===== config.mk =====
export PLATFORM = sky130hd
export DESIGN_NAME = instr_mem_stream
export DESIGN_NICKNAME = d
export VERILOG_FILES = /design/src/rtl/instr_mem_pkg.sv /design/src/rtl/instr_mem_stream_assembler.sv /design/src/rtl/instr_mem_stream.sv
export SDC_FILE = /design/constraint.sdc
export NUM_CORES = 2
export LEC_CHECK = 0
export CORE_ASPECT_RATIO = 1.4
export CORE_MARGIN = 1
export CORE_UTILIZATION = 30
export DETAILED_ROUTE_END_ITERATION = 16
export PLACE_DENSITY = 0.45
export SETUP_SLACK_MARGIN = 0.3
export SKIP_CTS_REPAIR_TIMING = 1
export SYNTH_ARGS = -nofsm -noshare
export SYNTH_HDL_FRONTEND = slang
export SYNTH_HIERARCHICAL = 1
export SYNTH_SLANG_ARGS = --single-unit

===== constraint.sdc =====
create_clock -name clk -period 4.9 [get_ports clk]
set_input_delay 0.49 -clock clk [delete_from_list [all_inputs] [get_ports clk]]
set_output_delay 0.49 -clock clk [all_outputs]
set_load 0.01 [all_outputs]

===== src/rtl/instr_mem_pkg.sv =====
// rtl/instr_mem_pkg.sv - shared markers, FSM encoding and address helper for instr_mem_stream
// Contents:
//   START/END/ESC   loader framing bytes
//   state_t         loader FSM state encoding
//   addr_to_index   byte address to word index
package instr_mem_pkg;

  localparam logic [7:0] START = 8'hFE;
  localparam logic [7:0] END   = 8'hFF;
  localparam logic [7:0] ESC   = 8'hFD;

  typedef enum logic [1:0] {
    ST_IDLE  = 2'd0,
    ST_CLEAR = 2'd1,
    ST_LOAD  = 2'd2,
    ST_ESC   = 2'd3
  } state_t;

  // Callers zero-extend their address to 64 bits so one helper serves any ADDR_W.
  function automatic logic [63:0] addr_to_index(input logic [63:0] addr, input int unsigned shift);
    return addr >> shift;
  endfunction

endpackage


===== src/rtl/instr_mem_stream_assembler.sv =====
// rtl/instr_mem_stream_assembler.sv - packs loader data bytes into words, flushes partial words
// Ports:
//   clk, reset        clock, synchronous active-high reset
//   clear             drop any partly assembled word (load restart)
//   data_valid        data_byte is an accepted payload byte
//   data_byte         payload byte
//   flush             END accepted; emit a partly filled word if any
//   word_valid        word is complete and must be written this edge
//   word              assembled word, current byte already merged in
//   partial           the word being emitted is a flushed partial word
module instr_word_assembler #(
  parameter int WORD_BYTES = 4,
  parameter int BIG_ENDIAN = 1
) (
  input  logic                    clk,
  input  logic                    reset,
  input  logic                    clear,
  input  logic                    data_valid,
  input  logic [7:0]              data_byte,
  input  logic                    flush,
  output logic                    word_valid,
  output logic [8*WORD_BYTES-1:0] word,
  output logic                    partial
);

  localparam int WORD_W = 8 * WORD_BYTES;
  localparam int LANE_W = (WORD_BYTES > 1) ? $clog2(WORD_BYTES) : 1;

  logic [LANE_W-1:0] lane;
  logic [WORD_W-1:0] acc;
  logic [WORD_W-1:0] merged;
  logic              last_lane;

  // acc is zeroed after every emitted word, so unfilled lanes of a flushed word read as 0.
  always_comb begin
    merged = acc;
    if (data_valid) begin
      if (BIG_ENDIAN != 0) merged[8*(WORD_BYTES-1-int'(lane)) +: 8] = data_byte;
      else                 merged[8*int'(lane) +: 8]                = data_byte;
    end
  end

  assign last_lane  = (lane == LANE_W'(WORD_BYTES - 1));
  assign partial    = flush && (lane != '0);
  assign word_valid = (data_valid && last_lane) || partial;
  assign word       = merged;

  always_ff @(posedge clk) begin
    if (reset || clear || word_valid) begin
      acc  <= '0;
      lane <= '0;
    end else if (data_valid) begin
      acc  <= merged;
      lane <= lane + LANE_W'(1);
    end
  end

endmodule


===== src/rtl/instr_mem_stream.sv =====
// rtl/instr_mem_stream.sv - instruction memory loaded by a framed, escaped byte stream
// Ports:
//   clk, reset        clock, synchronous active-high reset
//   in_valid/in_byte  loader byte stream, accepted when in_valid && in_ready
//   in_ready          low only while the clear sweep runs
//   rd_addr/rd_data   combinational fetch by byte address; 0 beyond DEPTH
//   loading           loader is not idle
//   load_done         one-cycle pulse after END is accepted
//   word_count        words written in the current or last load
//   err_overflow      sticky: a word arrived with the memory already full
//   err_partial       sticky: END arrived mid-word
module instr_mem_stream
  import instr_mem_pkg::*;
#(
  parameter int ADDR_W     = 32,
  parameter int DEPTH      = 64,
  parameter int WORD_BYTES = 4,
  parameter int BIG_ENDIAN = 1
) (
  input  logic                       clk,
  input  logic                       reset,
  input  logic                       in_valid,
  input  logic [7:0]                 in_byte,
  output logic                       in_ready,
  input  logic [ADDR_W-1:0]          rd_addr,
  output logic [8*WORD_BYTES-1:0]    rd_data,
  output logic                       loading,
  output logic                       load_done,
  output logic [$clog2(DEPTH+1)-1:0] word_count,
  output logic                       err_overflow,
  output logic                       err_partial
);

  localparam int WORD_W = 8 * WORD_BYTES;
  localparam int CNT_W  = $clog2(DEPTH + 1);
  localparam int IDX_W  = (DEPTH > 1) ? $clog2(DEPTH) : 1;
  localparam int SHIFT  = $clog2(WORD_BYTES);

  state_t            state;
  logic [IDX_W-1:0]  clr_idx;
  logic [WORD_W-1:0] mem [DEPTH];

  logic              accept;
  logic              is_marker;
  logic              data_valid;
  logic              flush;
  logic              restart;
  logic              room;
  logic              asm_word_valid;
  logic              asm_partial;
  logic [WORD_W-1:0] asm_word;
  logic [63:0]       rd_idx;

  assign accept    = in_valid && in_ready;
  assign is_marker = (in_byte == START) || (in_byte == END) || (in_byte == ESC);
  // In ESC every byte is payload, including the marker values.
  assign data_valid = accept && (((state == ST_LOAD) && !is_marker) || (state == ST_ESC));
  assign flush      = accept && (state == ST_LOAD) && (in_byte == END);
  assign restart    = accept && (in_byte == START) && ((state == ST_IDLE) || (state == ST_LOAD));
  // word_count doubles as the write pointer: both advance only on a stored word.
  assign room       = word_count < CNT_W'(DEPTH);

  instr_word_assembler #(
    .WORD_BYTES (WORD_BYTES),
    .BIG_ENDIAN (BIG_ENDIAN)
  ) u_asm (
    .clk        (clk),
    .reset      (reset),
    .clear      (restart),
    .data_valid (data_valid),
    .data_byte  (in_byte),
    .flush      (flush),
    .word_valid (asm_word_valid),
    .word       (asm_word),
    .partial    (asm_partial)
  );

  always_ff @(posedge clk) begin
    if (reset) begin
      state        <= ST_IDLE;
      in_ready     <= 1'b1;
      loading      <= 1'b0;
      load_done    <= 1'b0;
      clr_idx      <= '0;
      word_count   <= '0;
      err_overflow <= 1'b0;
      err_partial  <= 1'b0;
    end else begin
      load_done <= 1'b0;
      if (asm_word_valid) begin
        if (room) word_count   <= word_count + CNT_W'(1);
        else      err_overflow <= 1'b1;
      end
      if (asm_partial) err_partial <= 1'b1;

      // restart is placed after the word bookkeeping so its clears take priority.
      if (restart) begin
        state        <= ST_CLEAR;
        in_ready     <= 1'b0;
        loading      <= 1'b1;
        clr_idx      <= '0;
        word_count   <= '0;
        err_overflow <= 1'b0;
        err_partial  <= 1'b0;
      end else begin
        case (state)
          ST_IDLE: ;
          ST_CLEAR: begin
            if (clr_idx == IDX_W'(DEPTH - 1)) begin
              state    <= ST_LOAD;
              in_ready <= 1'b1;
            end else begin
              clr_idx <= clr_idx + IDX_W'(1);
            end
          end
          ST_LOAD: begin
            if (flush) begin
              state     <= ST_IDLE;
              loading   <= 1'b0;
              load_done <= 1'b1;
            end else if (accept && (in_byte == ESC)) begin
              state <= ST_ESC;
            end
          end
          ST_ESC: begin
            if (accept) state <= ST_LOAD;
          end
          default: state <= ST_IDLE;
        endcase
      end
    end
  end

  // Sweep writes and stream writes never coincide: in_ready is low during the sweep.
  always_ff @(posedge clk) begin
    if (reset) begin
      for (int i = 0; i < DEPTH; i++) mem[i] <= '0;
    end else if (state == ST_CLEAR) begin
      mem[clr_idx] <= '0;
    end else if (asm_word_valid && room) begin
      mem[word_count[IDX_W-1:0]] <= asm_word;
    end
  end

  assign rd_idx  = addr_to_index(64'(rd_addr), SHIFT);
  assign rd_data = (rd_idx < 64'(DEPTH)) ? mem[rd_idx[IDX_W-1:0]] : '0;

endmodule


Word-level counts from Yosys, hierarchy flattened
Memories as Yosys holds them, arrays and structs flattened.
Index checks and enable logic that the tools add are counted.

storage, ports and cells
  output and inout bits = 44
  memories = 1
  input bits = 43
  memory bits (writable) = 2048
  word-level logic and storage cells = 107
  bits in registers = 54

cells by class
  mux-type cells = 31
  shifts and indexed selects = 2
  eq/ne operators = 14
  reduce and logical (&&, ||, !) cells = 38
  $lt $le $gt $ge = 2
  bitwise gates (word level) = 3
  $add $sub $neg = 5

memories
  name  words  width  read ports  clocked after Yosys merged registers in  write ports  RTL line                text
  mem   64     32     1           0                                        64           instr_mem_stream.sv:41  logic [WORD_W-1:0] mem [DEPTH];

operators by type and width
  operator                                                      number
  two-way mux 32 bit                                            4
  OR reduction 32 bit                                           2
  negation 32 -> 33 bit                                         1
  variable shift 8 x 33 -> 32 bit (first input constant)        1
  indexed part select 8 x 33 -> 32 bit                          1
  bitwise mux 32 bit                                            1
  less-than comparator 30 x 7 -> 1 bit (second input constant)  1
  equality test 8 bit (second input constant)                   3
  two-way mux 1 bit                                             19
  two-way mux 6 bit                                             2
  logical AND 1 bit                                             11
  AND reduction 2 bit                                           5
  nonzero test 2 bit                                            5
  two-way mux 2 bit                                             4
  AND reduction 4 bit                                           2
  adder 7 x 1 -> 7 bit (second input constant)                  1
  logical OR 1 bit                                              7
  less-than comparator 7 bit (second input constant)            1
  adder 6 x 1 -> 6 bit (second input constant)                  1
  equality test 2 bit (second input constant)                   3
  equality test 6 bit (second input constant)                   1
  inequality test 3 x 2 -> 1 bit (second input constant)        2
  case mux 2 bit (3 select lines)                               1
  inequality test 2 bit (second input constant)                 2
  other kinds (12)                                              14

Longest topological paths before layout
  depth in word-level cells = 16
  gate-level depth with buffers = 18
  mapped depth without buffers = 12

By module
The synthesis kept the hierarchy.

modules (own cells, without submodules)
  module                area each (µm²)  cells each  sequential area each (µm²)  times used
  instr_mem_stream      89978.8          6152        61899.4                     1
  instr_word_assembler  1524.0           168         680.7                       1

Worst setup path after synthesis
Ideal clock, no wire load.

  path type = input-to-reg
  from = input port in_byte[5]
  to = memory mem[10][0] (netlist name), enable pin
  slack = 722 ps
  library setup time = 394 ps
  required time = 4506 ps
  arrival = 3784 ps
  buffers on the path = 4
  stages = 16
  cell sequence = nand4_1 -> nor2_1 -> o21ai_0 -> a21oi_1 -> nor2_1 -> buf_4 -> nand2_2 -> clkbuf_1 -> nand2_1 -> nor4b_2 -> buf_4 -> mux2i_2 -> nand3_1 -> or3_1 -> clkbuf_1 -> nand2b_1

RTL lines
  element      RTL line                text
  from (decl)  instr_mem_stream.sv:23  input logic [7:0] in_byte,
  to (decl)    instr_mem_stream.sv:41

Worst setup path in the final report
  from = input port rd_addr[2]
  to = output port rd_data[16]

on the way
  cells in the longest elaborated chain, start to end = 2
  elaborated cells between the ends (all ways) = 3
  those cells by class = order compare (1); mux (1); memory (1)

ends and longest elaborated chain
  element                                                                                   RTL line                 text
  from (decl)                                                                               instr_mem_stream.sv:25   input logic [ADDR_W-1:0] rd_addr,
  less-than comparator 30 x 7 -> 1 bit / memory read (64 x 32 bit) (equally long branches)  -
  two-way mux 32 bit *                                                                      instr_mem_stream.sv:146  assign rd_data = (rd_idx < 64'(DEPTH)) ? mem[rd_idx[IDX_W-1:0]] : '0;
  to (decl)                                                                                 instr_mem_stream.sv:26   output logic [8*WORD_BYTES-1:0] rd_data,

Mark *: on every way between the ends. The rest lies on a longest branch, timed or not.

==> results.yml <==
final_layout:
  final_cells: 10537
  drive_gt1_share_pct: 20.3
  area_growth_syn_to_layout_pct: 15.3
  design_area_sq_um: 106000
  finalNetCount: 6471
clock_network:
  cts_tree: "yes"
  numCtsBuffers: 209
  cts.sinks: 2102
  clk_latency_ps: 910
  htree_levels: 4
  cts_buffer_depth: 4
  cts-root-buf: "clkbuf_16"
  path_clk_slew_ps: 70
die:
  die-width_um: 469
  floorplan.initialDensity_pct: 30.2
  rows: 239
  die_area_sq_um: 307000
  core_area_sq_um: 303000
  pin_count: 87
  die_y_um: 655
pwr:
  power_switching_uw: 9030
  peakVddDrop_mv: 0.301
  powerDensity_nw_per_um2: 366
  power_frac_comb_pct: 7.7
  switching_share_pct: 23.4
  intPower_uw: 29600
  power.leakage_uw: 0.0347
  seqPwrFrac_pct: 52.9
  power_frac_clock_pct: 39.4
setup_path:
  path_class: "input pin to output pin"
  critPathMaxFanout: 59
  required_ps: 4410
  crit_slowest_cell: "clkdlybuf4s50_1"
  ff2ff_path_depth: 14
  worst-path-buf-inv: 5
  crit_path_start_kind: "input pin"
  rr_startpoint: "in_ready"
  r2r_end: "mem[23][31]"
  critPathMaxStageDelay_ps: 570
  cp_cell_sequence: "buf_12 > buf_12 > mux2i_1 > a221oi_1 > o21ai_0 > buf_4 > a211oi_1 > buf_4 > nand3b_1 > clkdlybuf4s50_1"
  worstPathArrival_ps: 3970
  critPathCaptureType: "output pin"
  reg2reg_slack_ps: 590
  crit_family: "buffers and inverters"
synthesis:
  async_reset_ff_share_pct: 0
  synth.area.top_cells: "edfxtp_1 67%, mux4_2 12%, nor2_1 8.9%, mux2i_1 2.2%, clkbuf_1 1.7%"
  syn_area_sq_um: 91500
  avgSynthCellArea_sq_um: 14.5
  synth.ff_latch_count: 2102
  synthTopCellsByCount: "2161 x nor2_1, 2048 x edfxtp_1, 472 x mux4_2, 407 x clkbuf_1, 201 x mux2i_1"
  synth_nets: 6375
  synth_edf_count: 2048
  yosys_warnings: 6
  yosysSeqAreaShare_pct: 68.4
  synth_cells: 6320
  synth_top_area_cell: "edfxtp_1"
  synth_cell_type_count: 81
  synth-main-ff-cell: "edfxtp_1"
  synthMostInstantiatedCell: "nor2_1"
  yosysTopAreaCellShare_pct: 67.2
timing:
  worst_slack_ps: 436
  grt_setup_unrepaired: "no"
  worst_pin_slew_ps: 1160
  slew_violations: 0
  period_share_pct: 91.1
  setup_viol: 0
  setup_tns_ps: 0
  fmax_ghz: 0.224
  maxSlewHeadroom_pct: 22.8
  timing.hold.ws_ps: 113
  hold_violations: 0
  finClkSkew_ps: 51.3
  fin_crit_ps: 4460
routing:
  drc_errors: 0
  detail-route-antenna-nets: 0
  dr.pass1.iters: 5
  top_layer: "met4"
  route.met3.wl_um: 18200
  wl_per_cell_um: 31.2
  drtIter0Drc: 5171
  viasPerCell: 5.26
  wl_um: 329000
  vias: 55420
  wl_met1_um: 120000
  wl_met2_um: 174000
global_route:
  grt_antenna_before_repair: 7
  grt_pass1_vias: 56657
  grtUsageTotal_pct: 21.2
  grt_pass1_wl_um: 455000
  grt_max_degree: 65
  grt_overflow: 0
placement:
  dp.cells: 10181
  place_ws_ps: -201
  place_congestion: 0.902
  placed_cell_area_sq_um: 99400
  hpwl_um: 203000
  port_buffers: 84
hold_path:
  holdPathEnd: "loading"
  min_path_type: "input pin to register"
  hold_start: "reset"
  holdPathStages: 2
status:
  outcome: "finished clean"
flow_run:
  cap_violations: 0
final cells by class:
cell class              instances  area, sq um
flip-flops and latches       2102        62600
multi-input cells            3571        26400
clock buffers                 270         5570
clock inverters                82          541
well taps                    3976         4970
diodes                          4         10.0
fillers                     29017       197000
inverters                      36          140
repair buffers                496         5340
metrics by stage:
step / utilization, % / total power [uW]
2_1_floorplan: - / 22400
3_3_place_gp: 32.8 / 23800
3_5_place_dp: 32.8 / 23900
4_1_cts: 34.8 / 39000
5_1_grt: 34.8 / 39700
6_report: 34.8 / 38700
power groups by stage:
stage	clock network, uW	registers, uW	logic (uW)
floorplan	0	20800	1590
global placement	0	20800	3030
detailed placement	0	20800	3040
CTS	15600	20400	3040
global route	16100	20500	3100
finish	15200	20400	2990
per-layer routing:
metal	vias to the layer above	global-route usage [%]
li1	23406	-
met1	29606	24.3
met2	1903	38.8
met3	505	3.02
met4	0	9.70
met5	-	0
worst max path at each step:
stage,start,endpoint,cells past startpoint,slack [ps]
finish,rd_addr[2],rd_data[16],10,440
global route,in_ready,mem[9][7],13,350
CTS,mem[9][13],rd_data[13],7,110
detailed placement,in_byte[5],mem[53][25],15,-200
global placement,in_byte[4],mem[53][6],15,-200
floorplan,in_byte[5],mem[10][0],16,720
flip-flops by register name, indices dropped and copies added (netlist names):
signal	cells
clr_idx	6
err_overflow	1
err_partial	1
in_ready	1
load_done	1
loading	1
mem	2048
state	2
u_asm/acc	32
u_asm/lane	2
word_count	7
cells by family after synthesis:
group,count (synthesis),synth area share [%]
and+or+nand+nor,2497,10.9
DFF,2102,68.4
muxes,689,14.0
buffers and inverters,647,3.39
AOI/OAI and AO/OA,363,3.03
adders and majority gates,12,0.164
xor gates and xnor gates,10,0.0957
cells in the final DEF, fill, tap and decap left out, types with 28 or more instances in the layout:
| master | instances |
|---|---|
| a21oi_1 | 48 |
| a221o_1 | 29 |
| a221oi_1 | 62 |
| a22oi_1 | 61 |
| a32oi_1 | 28 |
| buf_12 | 113 |
| buf_4 | 301 |
| clkbuf_1 | 56 |
| clkbuf_16 | 214 |
| clkdlybuf4s50_1 | 78 |
| clkinv_1 | 43 |
| dfxtp_1 | 54 |
| edfxtp_1 | 2048 |
| inv_1 | 34 |
| mux2i_1 | 199 |
| mux4_2 | 472 |
| nand2_1 | 56 |
| nand2_2 | 30 |
| nand2_4 | 31 |
| nand2b_2 | 65 |
| nor2_1 | 2159 |
| o21ai_0 | 29 |
(Power assumes the default switching activity.)
